==> src/rtl/fpu_cmd_sequencer_if.sv <==
// -----------------------------------------------------------------------------
// fpu_cmd_sequencer_if
// Command and response channels between a host (or bus-slave adapter) and the
// FPU command sequencer. Both channels use a valid/ready handshake.
//
//   cmd_valid / cmd_ready : command handshake (host -> sequencer)
//   cmd_kind              : 0 = register WRITE, 1 = arithmetic OP
//   cmd_op, cmd_round     : FPU opcode and rounding mode
//   cmd_a, cmd_b, cmd_d   : source 1, source 2, destination register
//   cmd_data              : WRITE payload
//   rsp_valid / rsp_ready : response handshake (sequencer -> host)
//   rsp_data              : result word (WRITE echoes the payload)
//   rsp_flags             : {ov, un, inv, inexact, div_zero, less, eq, great, timeout}
//   rsp_err               : illegal opcode or watchdog expiry
//
// master = host side, slave = sequencer side.
// -----------------------------------------------------------------------------
interface fpu_cmd_sequencer_if;
    logic        cmd_valid;
    logic        cmd_ready;
    logic        cmd_kind;
    logic [2:0]  cmd_op;
    logic [2:0]  cmd_round;
    logic [4:0]  cmd_a;
    logic [4:0]  cmd_b;
    logic [4:0]  cmd_d;
    logic [31:0] cmd_data;

    logic        rsp_valid;
    logic        rsp_ready;
    logic [31:0] rsp_data;
    logic [8:0]  rsp_flags;
    logic        rsp_err;

    modport master (
        output cmd_valid, cmd_kind, cmd_op, cmd_round, cmd_a, cmd_b, cmd_d, cmd_data,
        input  cmd_ready,
        input  rsp_valid, rsp_data, rsp_flags, rsp_err,
        output rsp_ready
    );

    modport slave (
        input  cmd_valid, cmd_kind, cmd_op, cmd_round, cmd_a, cmd_b, cmd_d, cmd_data,
        output cmd_ready,
        output rsp_valid, rsp_data, rsp_flags, rsp_err,
        input  rsp_ready
    );
endinterface

==> src/rtl/fpu_cmd_sequencer.sv <==
// -----------------------------------------------------------------------------
// fpu_cmd_sequencer
// Command-side initiator for the FPU top. Accepts WRITE and OP commands on the
// host interface, sequences the FPU memory/load/enable/opcode pins, waits for
// the FPU done pulse, captures result and flags, and returns them on the
// response channel.
//
// Parameters:
//   EXEC_MIN    : EXEC cycles before fpu_done is honoured (skips the opcode
//                 register stage and the stale done pulse of the previous op)
//   TIMEOUT_CYC : EXEC watchdog limit; also the saturation value of exec_cnt
//
// Build option:
//   FPU_SEQ_TIMEOUT_EN : when defined, an OP that sees no qualifying done by
//                        exec_cnt == TIMEOUT_CYC returns rsp_err with the
//                        timeout flag set. When undefined, EXEC waits forever
//                        and the timeout flag is always 0.
//
// Ports:
//   clk, rstp        : clock, asynchronous active-low reset
//   host             : command/response channels (slave modport)
//   fpu_inp_o        : SRAM write data
//   fpu_addr1..3_o   : source 1 / source 2 / destination register addresses
//   fpu_opcode_o     : FPU opcode
//   fpu_round_o      : rounding mode
//   fpu_enable_o     : 0 = SRAM write cycle, 1 = normal operation
//   fpu_ld_o         : operand load strobe
//   fpu_out_i        : FPU result
//   fpu_*_i flags    : exception / compare flags, fpu_done_i completion pulse
//
// State table:
//   IDLE  | waiting for a command, FPU free-running into scratch register 0
//   WRITE | one-cycle SRAM write of cmd_data into cmd_a
//   LOAD0 | operand SRAM read
//   LOAD1 | operand register capture
//   EXEC  | waiting for a qualifying fpu_done (or the watchdog)
//   RESP  | response presented until rsp_ready
// -----------------------------------------------------------------------------
module fpu_cmd_sequencer #(
    parameter int EXEC_MIN    = 2,
    parameter int TIMEOUT_CYC = 31
) (
    input  logic                  clk,
    input  logic                  rstp,
    fpu_cmd_sequencer_if.slave    host,

    output logic [31:0]           fpu_inp_o,
    output logic [4:0]            fpu_addr1_o,
    output logic [4:0]            fpu_addr2_o,
    output logic [4:0]            fpu_addr3_o,
    output logic [2:0]            fpu_opcode_o,
    output logic [2:0]            fpu_round_o,
    output logic                  fpu_enable_o,
    output logic                  fpu_ld_o,

    input  logic [31:0]           fpu_out_i,
    input  logic                  fpu_ov_i,
    input  logic                  fpu_un_i,
    input  logic                  fpu_inv_i,
    input  logic                  fpu_inexact_i,
    input  logic                  fpu_div_zero_i,
    input  logic                  fpu_less_i,
    input  logic                  fpu_eq_i,
    input  logic                  fpu_great_i,
    input  logic                  fpu_done_i
);

    localparam logic [4:0] EXEC_MIN_C = 5'(EXEC_MIN);
    localparam logic [4:0] CNT_MAX_C  = 5'(TIMEOUT_CYC);
    localparam logic [2:0] OP_LAST_C  = 3'd4;

    typedef enum logic [2:0] {
        S_IDLE  = 3'd0,
        S_WRITE = 3'd1,
        S_LOAD0 = 3'd2,
        S_LOAD1 = 3'd3,
        S_EXEC  = 3'd4,
        S_RESP  = 3'd5
    } state_t;

    state_t      state_q,     state_d;
    logic [2:0]  op_q,        op_d;
    logic [2:0]  round_q,     round_d;
    logic [4:0]  a_q,         a_d;
    logic [4:0]  b_q,         b_d;
    logic [4:0]  d_q,         d_d;
    logic [31:0] data_q,      data_d;
    logic [4:0]  exec_cnt_q,  exec_cnt_d;
    logic [31:0] rsp_data_q,  rsp_data_d;
    logic [8:0]  rsp_flags_q, rsp_flags_d;
    logic        rsp_err_q,   rsp_err_d;

    logic        accept;
    logic        done_ok;
    logic [7:0]  fpu_flags;

    assign fpu_flags = {fpu_ov_i, fpu_un_i, fpu_inv_i, fpu_inexact_i,
                        fpu_div_zero_i, fpu_less_i, fpu_eq_i, fpu_great_i};

    // Gated with rstp so a command presented during reset is never accepted.
    assign host.cmd_ready = (state_q == S_IDLE) && rstp;
    assign accept         = host.cmd_valid && host.cmd_ready;

    // The done seen in the first EXEC cycles belongs to the previous operation.
    assign done_ok = fpu_done_i && (exec_cnt_q >= EXEC_MIN_C);

    always_ff @(posedge clk or negedge rstp) begin
        if (!rstp) begin
            state_q     <= S_IDLE;
            op_q        <= '0;
            round_q     <= '0;
            a_q         <= '0;
            b_q         <= '0;
            d_q         <= '0;
            data_q      <= '0;
            exec_cnt_q  <= '0;
            rsp_data_q  <= '0;
            rsp_flags_q <= '0;
            rsp_err_q   <= 1'b0;
        end else begin
            state_q     <= state_d;
            op_q        <= op_d;
            round_q     <= round_d;
            a_q         <= a_d;
            b_q         <= b_d;
            d_q         <= d_d;
            data_q      <= data_d;
            exec_cnt_q  <= exec_cnt_d;
            rsp_data_q  <= rsp_data_d;
            rsp_flags_q <= rsp_flags_d;
            rsp_err_q   <= rsp_err_d;
        end
    end

    always_comb begin
        state_d     = state_q;
        op_d        = op_q;
        round_d     = round_q;
        a_d         = a_q;
        b_d         = b_q;
        d_d         = d_q;
        data_d      = data_q;
        exec_cnt_d  = '0;
        rsp_data_d  = rsp_data_q;
        rsp_flags_d = rsp_flags_q;
        rsp_err_d   = rsp_err_q;

        case (state_q)
            S_IDLE: begin
                if (accept) begin
                    if (!host.cmd_kind) begin
                        a_d     = host.cmd_a;
                        data_d  = host.cmd_data;
                        state_d = S_WRITE;
                    end else if (host.cmd_op <= OP_LAST_C) begin
                        op_d    = host.cmd_op;
                        round_d = host.cmd_round;
                        a_d     = host.cmd_a;
                        b_d     = host.cmd_b;
                        d_d     = host.cmd_d;
                        state_d = S_LOAD0;
                    end else begin
                        // Illegal opcode: answer immediately, FPU pins untouched.
                        rsp_data_d  = '0;
                        rsp_flags_d = '0;
                        rsp_err_d   = 1'b1;
                        state_d     = S_RESP;
                    end
                end
            end

            S_WRITE: begin
                rsp_data_d  = data_q;
                rsp_flags_d = '0;
                rsp_err_d   = 1'b0;
                state_d     = S_RESP;
            end

            S_LOAD0: state_d = S_LOAD1;

            S_LOAD1: state_d = S_EXEC;

            S_EXEC: begin
                exec_cnt_d = (exec_cnt_q == CNT_MAX_C) ? exec_cnt_q : exec_cnt_q + 5'd1;
                if (done_ok) begin
                    rsp_data_d  = fpu_out_i;
                    rsp_flags_d = {fpu_flags, 1'b0};
                    rsp_err_d   = 1'b0;
                    state_d     = S_RESP;
                end
`ifdef FPU_SEQ_TIMEOUT_EN
                else if (exec_cnt_q == CNT_MAX_C) begin
                    rsp_data_d  = '0;
                    rsp_flags_d = 9'h001;
                    rsp_err_d   = 1'b1;
                    state_d     = S_RESP;
                end
`else
                // No watchdog in this build: EXEC waits for a qualifying done.
`endif
            end

            S_RESP: begin
                if (host.rsp_ready) state_d = S_IDLE;
            end

            default: state_d = S_IDLE;
        endcase
    end

    assign host.rsp_valid = (state_q == S_RESP);
    assign host.rsp_data  = rsp_data_q;
    assign host.rsp_flags = rsp_flags_q;
    assign host.rsp_err   = rsp_err_q;

    // Address/opcode pins simply present the latched command; only enable,
    // ld and the destination address depend on the state. Outside an OP the
    // destination is held at the scratch register 0.
    assign fpu_inp_o    = data_q;
    assign fpu_addr1_o  = a_q;
    assign fpu_addr2_o  = b_q;
    assign fpu_opcode_o = op_q;
    assign fpu_round_o  = round_q;
    assign fpu_enable_o = (state_q != S_WRITE);
    assign fpu_ld_o     = (state_q == S_LOAD0) || (state_q == S_LOAD1);
    assign fpu_addr3_o  = ((state_q == S_LOAD0) || (state_q == S_LOAD1) ||
                           (state_q == S_EXEC)) ? d_q : 5'd0;

endmodule

==> src/flat_wrapper.sv <==
// flat-port wrapper written by rule: the top's interface ports become plain ports
module fpu_cmd_sequencer_flat 
#(
    parameter int EXEC_MIN    = 2,
    parameter int TIMEOUT_CYC = 31
)
  (clk, rstp, fpu_inp_o, fpu_addr1_o, fpu_addr2_o, fpu_addr3_o, fpu_opcode_o, fpu_round_o, fpu_enable_o, fpu_ld_o, fpu_out_i, fpu_ov_i, fpu_un_i, fpu_inv_i, fpu_inexact_i, fpu_div_zero_i, fpu_less_i, fpu_eq_i, fpu_great_i, fpu_done_i, host_cmd_valid, host_cmd_kind, host_cmd_op, host_cmd_round, host_cmd_a, host_cmd_b, host_cmd_d, host_cmd_data, host_cmd_ready, host_rsp_valid, host_rsp_data, host_rsp_flags, host_rsp_err, host_rsp_ready);
  fpu_cmd_sequencer_if host_i ();
  input  logic clk;
  input  logic rstp;
  output logic [31:0] fpu_inp_o;
  output logic [4:0] fpu_addr1_o;
  output logic [4:0] fpu_addr2_o;
  output logic [4:0] fpu_addr3_o;
  output logic [2:0] fpu_opcode_o;
  output logic [2:0] fpu_round_o;
  output logic fpu_enable_o;
  output logic fpu_ld_o;
  input  logic [31:0] fpu_out_i;
  input  logic fpu_ov_i;
  input  logic fpu_un_i;
  input  logic fpu_inv_i;
  input  logic fpu_inexact_i;
  input  logic fpu_div_zero_i;
  input  logic fpu_less_i;
  input  logic fpu_eq_i;
  input  logic fpu_great_i;
  input  logic fpu_done_i;
  input wire logic [$bits(host_i.cmd_valid)-1:0] host_cmd_valid;
  input wire logic [$bits(host_i.cmd_kind)-1:0] host_cmd_kind;
  input wire logic [$bits(host_i.cmd_op)-1:0] host_cmd_op;
  input wire logic [$bits(host_i.cmd_round)-1:0] host_cmd_round;
  input wire logic [$bits(host_i.cmd_a)-1:0] host_cmd_a;
  input wire logic [$bits(host_i.cmd_b)-1:0] host_cmd_b;
  input wire logic [$bits(host_i.cmd_d)-1:0] host_cmd_d;
  input wire logic [$bits(host_i.cmd_data)-1:0] host_cmd_data;
  output wire logic [$bits(host_i.cmd_ready)-1:0] host_cmd_ready;
  output wire logic [$bits(host_i.rsp_valid)-1:0] host_rsp_valid;
  output wire logic [$bits(host_i.rsp_data)-1:0] host_rsp_data;
  output wire logic [$bits(host_i.rsp_flags)-1:0] host_rsp_flags;
  output wire logic [$bits(host_i.rsp_err)-1:0] host_rsp_err;
  input wire logic [$bits(host_i.rsp_ready)-1:0] host_rsp_ready;
  assign host_i.cmd_valid = host_cmd_valid;
  assign host_i.cmd_kind = host_cmd_kind;
  assign host_i.cmd_op = host_cmd_op;
  assign host_i.cmd_round = host_cmd_round;
  assign host_i.cmd_a = host_cmd_a;
  assign host_i.cmd_b = host_cmd_b;
  assign host_i.cmd_d = host_cmd_d;
  assign host_i.cmd_data = host_cmd_data;
  assign host_cmd_ready = host_i.cmd_ready;
  assign host_rsp_valid = host_i.rsp_valid;
  assign host_rsp_data = host_i.rsp_data;
  assign host_rsp_flags = host_i.rsp_flags;
  assign host_rsp_err = host_i.rsp_err;
  assign host_i.rsp_ready = host_rsp_ready;
  fpu_cmd_sequencer #(.EXEC_MIN(EXEC_MIN), .TIMEOUT_CYC(TIMEOUT_CYC)) u_core (.clk(clk), .rstp(rstp), .host(host_i), .fpu_inp_o(fpu_inp_o), .fpu_addr1_o(fpu_addr1_o), .fpu_addr2_o(fpu_addr2_o), .fpu_addr3_o(fpu_addr3_o), .fpu_opcode_o(fpu_opcode_o), .fpu_round_o(fpu_round_o), .fpu_enable_o(fpu_enable_o), .fpu_ld_o(fpu_ld_o), .fpu_out_i(fpu_out_i), .fpu_ov_i(fpu_ov_i), .fpu_un_i(fpu_un_i), .fpu_inv_i(fpu_inv_i), .fpu_inexact_i(fpu_inexact_i), .fpu_div_zero_i(fpu_div_zero_i), .fpu_less_i(fpu_less_i), .fpu_eq_i(fpu_eq_i), .fpu_great_i(fpu_great_i), .fpu_done_i(fpu_done_i));
endmodule
==> config.mk <==
export PLATFORM = sky130hd
export DESIGN_NAME = fpu_cmd_sequencer_flat
export DESIGN_NICKNAME = d
export VERILOG_FILES = /design/src/rtl/fpu_cmd_sequencer_if.sv /design/src/rtl/fpu_cmd_sequencer.sv /design/src/flat_wrapper.sv
export SDC_FILE = /design/constraint.sdc
export NUM_CORES = 1
export LEC_CHECK = 0
export BUFFER_PORTS_ARGS = -buffer_cell sky130_fd_sc_hd__buf_2
export CELL_PAD_IN_SITES_DETAIL_PLACEMENT = 1
export CELL_PAD_IN_SITES_GLOBAL_PLACEMENT = 2
export CORE_AREA = 10 10 147 122
export DETAILED_ROUTE_END_ITERATION = 8
export DIE_AREA = 0 0 157 132
export HOLD_SLACK_MARGIN = 0.12
export PLACE_DENSITY_LB_ADDON = 0.1
export SYNTH_ARGS = -nofsm -noshare
export SYNTH_HDL_FRONTEND = slang
export SYNTH_SLANG_ARGS = --single-unit
==> constraint.sdc <==
create_clock -name clk -period 2.32 [get_ports clk]
set_clock_uncertainty 0.15 [all_clocks]
set_input_delay 0.464 -clock clk [delete_from_list [all_inputs] [get_ports clk]]
set_output_delay 0.464 -clock clk [all_outputs]
set_load 0.02 [all_outputs]
==> impl_metrics.yaml, run 1 <==
sta:
  max_slew.worst_pin.slew_ns: 1.00
  fmax_mhz: 442
  setup_viol: 0
  post-route-worst-setup-slack_ns: 0.0600
  fin_tns_setup_ns: 0
  hold_slack_ns: 0.190
  max-slew-margin-rel_pct: 33.1
  hold_viol: 0
  post-route-min-period_ns: 2.26
  slew_viol_final: 0
  rsz0062_at_grt: "no"
  period_share_pct: 97.4
pwr:
  combPwrFrac_pct: 48.7
  p_per_area_nw_per_um2: 1400
  peakVddDrop_uv: 534
  p_switching_mw: 3.37
  p_int_mw: 5.10
  p_leak_nw: 3.14
  seqPwrFrac_pct: 34.7
  p_clk_share_pct: 16.6
  switching_share_pct: 39.8
placed_design:
  io_buffers: 196
  dp.cells: 691
  preCtsSetupSlack_ns: 0.00509
  gp_congestion: 0.710
  place_hpwl_mm: 11.0
critical_path:
  crit_buf_inv: 4
  worstSetupEndpointType: "register"
  cp_cell_sequence: "dlygate4sd3_1, buf_4, nand2_1, nor4_2, o311ai_4, buf_12, buf_12, mux2_2"
  slowest_stage: "dlygate4sd3_1"
  cp_max_fo: 13
  crit_type: "in2reg"
  slowest_delay_ns: 0.57
  crit_required_ns: 2.40
  startpoint_type: "input pin"
  crit_family: "buffers and inverters"
  worstPathArrival_ns: 2.34
  crit_top_cell: "buf_12"
clock_network:
  clock_latency_ns: 0.34
  clockBufferDepth: 2
  htree_levels: 3
  cts_tree: "yes"
  cts.sinks: 102
  clockRootBuffer: "clkbuf_16"
  cts.clk_slew.worst_paths_ns: 0.07
  numCtsBuffers: 9
drt:
  met3WireLength_mm: 1.55
  wl_met1_mm: 6.56
  drc_errors: 0
  first_iter_violations: 117
  met2_length_mm: 6.11
  routedWlPerCell_microns: 20.2
  dr.max_layer_used: "met5"
  dr.pass1.iters: 4
  drt_wl_total_mm: 14.4
  vias: 3350
  via_per_inst: 4.72
  antenna_left: 0
finish:
  nets: 618
  drive_above_1_share_pct: 60.2
  multi_input_area_sq_um: 1750
  postLayoutCoreUtil_pct: 40.6
  n_fill_cell: 1637
  seq_area_sq_um: 2550
  syn_to_final_growth_pct: 36.8
  fin_cells: 710
synth:
  yosysWarningCount: 0
  yosys-top-cells-count: "dfrtp_1, mux2_2, a22o_1"
  yosys-top-cells-area: "dfrtp_1, mux2_2, a22o_1, mux2_1, buf_6"
  synth_top_family_by_area: "multiplexers"
  synthAdderAreaFrac_pct: 0.851
  ys_ff_latch: 102
  avgSynthCellArea_sq_um: 14.2
  seq_area_frac_synth_pct: 57.9
  synth_edf_count: 0
  synth_xor_xnor_area_share_pct: 0.596
  synthCells: 311
  yosysTopAreaCell: "dfrtp_1"
  yosys.area.top_type_share_pct: 57.9
  ys.flop_type: "dfrtp_1"
  ys_types: 37
  synth_compound_area_share_pct: 10.0
  synth.area.mux_share_pct: 21.9
  synth_async_sr_flop_share_pct: 100
  synth-simple-area-share_pct: 5.36
  synth_most_common_cell: "dfrtp_1"
  synth_nets: 413
  syn_area_sq_um: 4410
global_route:
  grt.overflow.total: 0
  grt_max_degree: 76
  globalRouteTotalUtil_pct: 13.6
  grt_first_pass_wirelength_mm: 21.9
  grt_pass1_vias: 3772
  antenna_found_initial: 2
status:
  run_status: "complete, no violations"
die:
  core-area_sq_um: 14900
  start_util_pct: 29.7
  die-width_microns: 157
  die_h_microns: 132
  fp.dieArea_sq_um: 20700
  num_rows: 40
  io_pins: 198
run:
  maxCapViolations: 0
min_path:
  hp-class: "in2reg"
==> metal layers <==
metal | GRT usage, % | vias up
li1 | - | 1548
met1 | 17.1 | 1655
met2 | 19.8 | 134
met3 | 7.27 | 11
met4 | 3.61 | 2
met5 | 0 | -
==> power groups by stage <==
stage	Combinational [mW]	Clock, mW	Sequential, mW
floorplan	1.85	0	3.66
global placement	3.97	0	2.93
detailed placement	4.03	0	2.96
CTS	4.05	1.48	2.94
global route	4.46	1.55	3.04
finish	4.12	1.41	2.94
==> worst reg2reg max path: cells and delay by family (launching register included) <==
family | cells | cell delay, ns
compound gates | 1 | 0.11
mux | 1 | 0.35
simple gates | 2 | 0.47
buf+inv | 3 | 0.37
fa+ha+maj | 1 | 0.20
flops | 1 | 0.41
==> through the flow <==
| step | cell area, sq um | total power, mW |
|---|---|---|
| 2_1_floorplan | 4410 | 5.51 |
| 5_1_grt | 6030 | 9.05 |
| 3_5_place_dp | 5670 | 6.99 |
| 3_3_place_gp | 5670 | 6.90 |
| 4_1_cts | 5950 | 8.47 |
| 6_report | 6030 | 8.47 |
==> final cells by class <==
class / instances / area share, %
Antenna cell: 1 / 0.0415
Clock inverter: 3 / 0.353
Tap cell: 189 / 3.92
Clock buffer: 12 / 4.09
Inverter: 2 / 0.124
Sequential cell: 102 / 42.3
Timing Repair Buffer: 214 / 20.1
Multi-Input combinational cell: 187 / 29.0
==> registers in the layout (all words and copies together) (netlist names), 5 cells and up <==
name / count
u_core.fpu_inp_o: 32
u_core.host.rsp_data: 32
u_core.host.rsp_flags: 8
u_core.d_q: 5
u_core.exec_cnt_q: 5
u_core.fpu_addr1_o: 5
u_core.fpu_addr2_o: 5
==> placed cells by master, fill, tap and decap left out, drive strengths merged <==
| cell type | instances |
|---|---|
| buf | 212 |
| dfrtp | 102 |
| mux2 | 85 |
| a22o | 40 |
| clkbuf | 13 |
| nor2 | 12 |
| nor2b | 7 |
| nand2 | 7 |
| and3 | 3 |
| o21ai | 3 |
| ha | 3 |
| and2 | 3 |
| nand2b | 2 |
| inv | 2 |
| nor3 | 2 |
| nor4 | 2 |
| nand4b | 2 |
| a31oi | 2 |
| nand3 | 2 |
| xor2 | 2 |
| clkinv | 2 |
| diode | 1 |
| o211ai | 1 |
| nand3b | 1 |
| o311ai | 1 |
| a211oi | 1 |
| xnor2 | 1 |
| a21oi | 1 |
| o311a | 1 |
| mux2i | 1 |
| o2bb2ai | 1 |
| conb | 1 |
| clkinvlp | 1 |
| dlygate4sd3 | 1 |
==> worst paths after layout <==
| kind | cells past startpoint | slack (ns) | endpoint | start |
|---|---|---|---|---|
| setup / recovery | 8 | 0.06 | u_core.host.rsp_data[16] | rstp |
| hold / removal | 2 | 0.19 | u_core.fpu_inp_o[7] | host_cmd_data[7] |
| setup reg to reg | 8 | 0.14 | u_core.host.rsp_data[16] | u_core.exec_cnt_q[0] |
| hold reg to reg | 1 | 0.34 | u_core.host.rsp_err | u_core.host.rsp_err |
| max in group asynchronous | 3 | 0.48 | u_core.host.rsp_data[21] | rstp |
| min in group asynchronous | 3 | 0.63 | u_core.state_q[1] | rstp |
==> timing repair <==
item | CTS | global route
pin swaps | 0 | 1
setup buffers | 0 | 1
endpoints found under the setup margin | 6 | 29
cloned | 0 | 1
hold buffers | 1 | 0
gates resized for setup | 2 | 8
hold endpoints to repair | 27 | 0
==> logic make-up after synthesis <==
family / Yosys count
flops: 102
mux: 86
compound gates: 51
simple gates: 43
buf+inv: 22
fa+ha+maj: 3
xor+xnor: 3
other cells: 1
(Power assumes the default switching activity.)
==> run 2: changes to the inputs <==
ABC_AREA = 1   (was unset)
CORE_AREA = 10 10 164 136   (was 10 10 147 122)
DIE_AREA = 0 0 174 146   (was 0 0 157 132)
==> run 2 against run 1 <==
Total power grew 17%. Non-clock buffer count shrank 2. Maximum frequency is 3.3% higher. Flip-flop and latch count is the same. Final area up 9.1%. Critical endpoint is now host_cmd_ready. Routed wire length grew 21%. Critical path depth fell by 3. Worst setup slack better by 0.072 ns. Global-route usage up 0.13 points. Combinational power grew 28%.
==> impl_metrics.yaml, run 2 <==
die:
  fp.dieArea_sq_um: 25400
  die-width_microns: 174
  io_pins: 198
  start_util_pct: 26.2
  core-area_sq_um: 19200
  die_h_microns: 146
  num_rows: 46
critical_path:
  worstSetupEndpointType: "output port"
  crit_required_ns: 1.71
  cp_max_fo: 5
  crit_type: "in2out"
  startpoint_type: "input pin"
  slowest_delay_ns: 0.58
  worstPathArrival_ns: 1.57
  cp_cell_sequence: "dlygate4sd3_1, buf_4, inv_1, nor2_1, buf_2"
  slowest_stage: "dlygate4sd3_1"
clock_network:
  clockRootBuffer: "clkbuf_16"
  cts_setup_buffers: 0
  htree_levels: 3
  cts.sinks: 102
  cts.clk_slew.worst_paths_ns: 0.07
  clockBufferDepth: 2
  clock_latency_ns: 0.35
  numCtsBuffers: 9
  cts_tree: "yes"
sta:
  post-route-worst-setup-slack_ns: 0.132
  max-slew-margin-rel_pct: 36.8
  post-route-min-period_ns: 2.19
  hold_viol: 0
  slew_viol_final: 0
  fin_tns_setup_ns: 0
  setup_viol: 0
  fmax_mhz: 457
  max_slew.worst_pin.slew_ns: 0.948
  period_share_pct: 94.3
  rsz0062_at_grt: "no"
synth:
  synth_edf_count: 0
  ys_types: 27
  ys.flop_type: "dfrtp_1"
  seq_area_frac_synth_pct: 50.7
  avgSynthCellArea_sq_um: 8.67
  yosysWarningCount: 0
  synth_nets: 682
  yosys-top-cells-count: "nand2_1, dfrtp_1, inv_1"
  yosys-top-cells-area: "dfrtp_1, nand2_4, nand2_1, inv_1, nand3_1"
  synth_async_sr_flop_share_pct: 100
  synthCells: 580
  yosys.area.top_type_share_pct: 50.7
  syn_area_sq_um: 5030
  yosysTopAreaCell: "dfrtp_1"
  ys_ff_latch: 102
  synth_most_common_cell: "nand2_1"
placed_design:
  dp.cells: 1025
  place_hpwl_mm: 12.9
  preCtsSetupSlack_ns: 0.201
  placed_cell_area_sq_um: 6260
  io_buffers: 196
  gp_congestion: 0.759
drt:
  via_per_inst: 4.26
  drt_wl_total_mm: 17.3
  vias: 4442
  routedWlPerCell_microns: 16.6
  first_iter_violations: 147
  drc_errors: 0
  dr.pass1.iters: 4
  antenna_left: 0
finish:
  syn_to_final_growth_pct: 30.8
  drive_above_1_share_pct: 35.7
  nets: 876
  diodes: 0
  final_common_cell: "buf_2"
  fin_cells: 1043
  final_cell_mix: "buf_2, nand2_1, dfrtp_1"
  fin_area_sq_um: 6580
pwr:
  p_leak_nw: 3.75
  p_per_area_nw_per_um2: 1510
  total_power_mw: 9.93
  peakVddDrop_uv: 739
run:
  maxCapViolations: 0
global_route:
  grt.overflow.total: 0
  grt_pass1_vias: 5019
  grt_max_degree: 70
  antenna_found_initial: 1
  grt_first_pass_wirelength_mm: 27.9
  globalRouteTotalUtil_pct: 13.7
status:
  run_status: "complete, no violations"
min_path:
  hp-class: "in2reg"
[run 2: cell types whose count changed in the layout (fill, tap and decap cells not counted), sizes merged, moves of 46 or more]
cell,previous run,this run
nand2,7,161
nand3,2,51
o21ai,3,49
nor2,12,61
mux2,85,0
inv,2,74
[run 2: kinds of logic (layout without fill, tap and decap cells)]
group	count (synthesis)	in the layout	share of synthesized area [%]
AOI/OAI and AO/OA	90	90	9.28
adders and majority gates	3	3	0.746
buffers and inverters	103	302	9.48
DFF	102	102	50.7
other	1	1	0.0745
and+or+nand+nor	281	281	29.7
[run 2: final cells by class]
type | count | area [sq um]
Timing Repair Buffer | 212 | 1130
Sequential cell | 102 | 2550
Clock inverter | 3 | 20.0
Inverter | 74 | 278
Fill cell | 2364 | 12600
Tap cell | 264 | 330
Clock buffer | 13 | 250
Multi-Input combinational cell | 375 | 2020
[run 2: path summary, 6_finish.rpt]
check,from,to,slack [ns],cells past startpoint
setup / recovery,rstp,host_cmd_ready,0.13,5
hold / removal,host_cmd_d[0],u_core.d_q[0],0.19,3
setup reg to reg,u_core.state_q[2],u_core.host.rsp_data[8],0.39,7
hold reg to reg,u_core.host.rsp_data[12],u_core.host.rsp_data[12],0.32,2
max in group asynchronous,rstp,u_core.exec_cnt_q[4],0.51,3
min in group asynchronous,rstp,u_core.fpu_addr1_o[4],0.66,3
[run 2: what timing repair did]
action                     CTS  global route
setup endpoints to repair    1            39
hold endpoints to repair     7             0
hold buffers                 2             0
gates resized for setup      1             5
[run 2: report_power, final]
part	internal (mW)	leakage, nW	switching [mW]
Combinational	1.72	2.37	3.57
Sequential	2.57	1.25	0.616
Clock	0.758	0.126	0.692
Total	5.05	3.75	4.88
[run 2: metrics by stage]
stage | hold WS [ns] | util [%]
finish | 0.190 | 34.2
detailed placement | 0.168 | 32.6
global route | 0.181 | 34.2
CTS | 0.176 | 34.1
floorplan | 0.0184 | -
global placement | 0.162 | 32.6
[run 2: layer usage]
metal | vias to the layer above | routed length, microns | track usage [%] | share of wire, %
met5 | - | 20 | 0 | 0.12
met2 | 123 | 7870 | 22.0 | 45
met3 | 14 | 1270 | 5.55 | 7.3
li1 | 2196 | - | - | -
met1 | 2107 | 7960 | 16.7 | 46
met4 | 2 | 186 | 3.41 | 1.1
[run 2: worst max-delay path, delay by kind of cell]
family,cells,cell delay (ns)
buf+inv,4,1.00
simple gates,1,0.11
==> run 3: changes to the inputs <==
ABC_AREA = unset   (was 1)
CORE_AREA = 10 10 145 120   (was 10 10 164 136)
CTS_BUF_LIST = sky130_fd_sc_hd__clkbuf_8   (was unset)
DIE_AREA = 0 0 155 130   (was 0 0 174 146)
==> run 3 against run 2 <==
Flip-flop and latch count stayed put. Final area shrank 7.8%. Total power shrank 16%. Critical path depth did not move. Critical path type is now reg2out. Critical endpoint is now fpu_addr3_o[0]. Largest cell class unchanged. Largest power group unchanged.
==> impl_metrics.yaml, run 3 (synthesis results as in run 1) <==
die:
  num_rows: 40
  die-width_microns: 155
  fp.dieArea_sq_um: 20200
  die_h_microns: 130
  core-area_sq_um: 14700
  start_util_pct: 30.1
  io_pins: 198
placed_design:
  placed_cell_area_sq_um: 5650
  place_hpwl_mm: 10.9
  dp.cells: 690
  io_buffers: 196
  gp_congestion: 0.753
drt:
  routedWlPerCell_microns: 20.3
  dr.max_layer_used: "met5"
  first_iter_violations: 116
  dr.pass1.iters: 4
  via_per_inst: 4.69
  drc_errors: 0
  met2_length_mm: 6.41
  antenna_left: 0
  met3WireLength_mm: 1.63
  drt_wl_total_mm: 14.6
  wl_met1_mm: 6.41
  vias: 3368
pwr:
  peakVddDrop_uv: 464
  p_leak_nw: 3.16
  total_power_mw: 8.34
  p_per_area_nw_per_um2: 1370
critical_path:
  endpoint: "fpu_addr3_o[0]"
  reg2reg_from: "u_core.exec_cnt_q[0]"
  crit_required_ns: 1.71
  crit_type: "reg2out"
  worstPathArrival_ns: 1.60
  cp-startpoint: "u_core.state_q[0]"
  cp_max_fo: 7
  worstSetupEndpointType: "output port"
  startpoint_type: "register"
  reg2reg_to: "u_core.host.rsp_data[8]"
  rr_worst_depth: 7
  r2r_setup_slack_ns: 0.16
sta:
  max_slew.worst_pin.slew_ns: 0.711
  hold_viol: 0
  post-route-min-period_ns: 2.21
  rsz0062_at_grt: "yes"
  fmax_mhz: 453
  hold_slack_ns: 0.152
  setup_viol: 0
  fin_tns_setup_ns: 0
  max-slew-margin-rel_pct: 52.6
  slew_viol_final: 0
  period_share_pct: 95.2
finish:
  final_cell_mix: "buf_2, dfrtp_1, mux2_2"
  drive_above_1_share_pct: 60.7
  fin_area_sq_um: 6070
  nets: 625
  final_common_cell: "buf_2"
  fin_cells: 718
  syn_to_final_growth_pct: 37.6
clock_network:
  cts.clk_slew.worst_paths_ns: 0.09
  cts.sinks: 102
  htree_levels: 3
  cts_tree: "yes"
  numCtsBuffers: 9
  clock_latency_ns: 0.38
  clockBufferDepth: 2
  clockRootBuffer: "clkbuf_8"
global_route:
  grt.overflow.total: 0
  grt_max_degree: 55
  globalRouteTotalUtil_pct: 14.1
  grt_first_pass_wirelength_mm: 22.1
  grt_pass1_vias: 3789
  antenna_found_initial: 5
min_path:
  hp-class: "in2reg"
status:
  run_status: "complete, no violations"
run:
  maxCapViolations: 0
## run 3: changes by cell type in the layout (fill, tap and decap cells not counted), sizes merged, moves of 6 or more
cell and change:
nand2 -154, mux2 +85, inv -71, nand3 -49, nor2 -49, o21ai -46
a22o +40, a21oi -38, nor2b +7, buf +6
## run 3: through the flow
stage          util [%]  setup slack [ns]
3_5_place_dp       38.5            0.0261
3_3_place_gp       38.5            0.0824
4_1_cts            40.7           0.00556
2_1_floorplan         -            0.0451
6_report           41.4             0.111
5_1_grt            41.4           -0.0318
## run 3: critical path, cell delays in order (launching register included)
cell	delay, ns
dfrtp_2	0.47
nor2_4	0.15
and2_4	0.20
nor2_2	0.07
nor2b_1	0.14
clkbuf_4	0.20
## run 3: area by class of cell
| cell class | instances | area [sq um] |
|---|---|---|
| fill | 1624 | 8590 |
| sequential | 102 | 2560 |
| multi-input combinational | 187 | 1740 |
| timing repair buffer | 221 | 1280 |
| tap | 189 | 236 |
| clock buffer | 10 | 138 |
| clock inverter | 5 | 98.8 |
| inverter | 2 | 7.51 |
| antenna | 2 | 5.00 |
## run 3: repair_timing
| item | CTS | global route |
|---|---|---|
| hold buffers | 4 | 1 |
| endpoints found under the setup margin | 6 | 38 |
| gates resized for setup | 7 | 9 |
| endpoints found under the hold margin | 48 | 1 |
| pin swaps | 0 | 2 |
| setup buffers | 0 | 5 |
| gates cloned | 0 | 1 |
## run 3: per-layer routing
layer / up-vias / track usage, %
met1: 1654 / 17.3
met4: 4 / 3.33
met2: 133 / 20.7
met5: - / 0
li1: 1562 / -
met3: 15 / 8.19
## run 3: worst min path at each step
stage	from	endpoint	slack, ns	depth (start not counted)
after floorplan	rstp	u_core.d_q[0]	0.02	0
after global placement	u_core.host.rsp_data[22]	u_core.host.rsp_data[22]	0.32	1
after detailed placement	u_core.host.rsp_data[28]	u_core.host.rsp_data[28]	0.33	1
after CTS	host_cmd_b[3]	u_core.fpu_addr2_o[3]	0.13	2
after global routing	host_cmd_data[30]	u_core.fpu_inp_o[30]	0.12	2
final	fpu_div_zero_i	u_core.host.rsp_flags[4]	0.15	2
## run 3: where the power goes
part	switching [mW]	internal (mW)
logic	2.24	1.82
clock network	0.610	0.735
registers	0.451	2.49
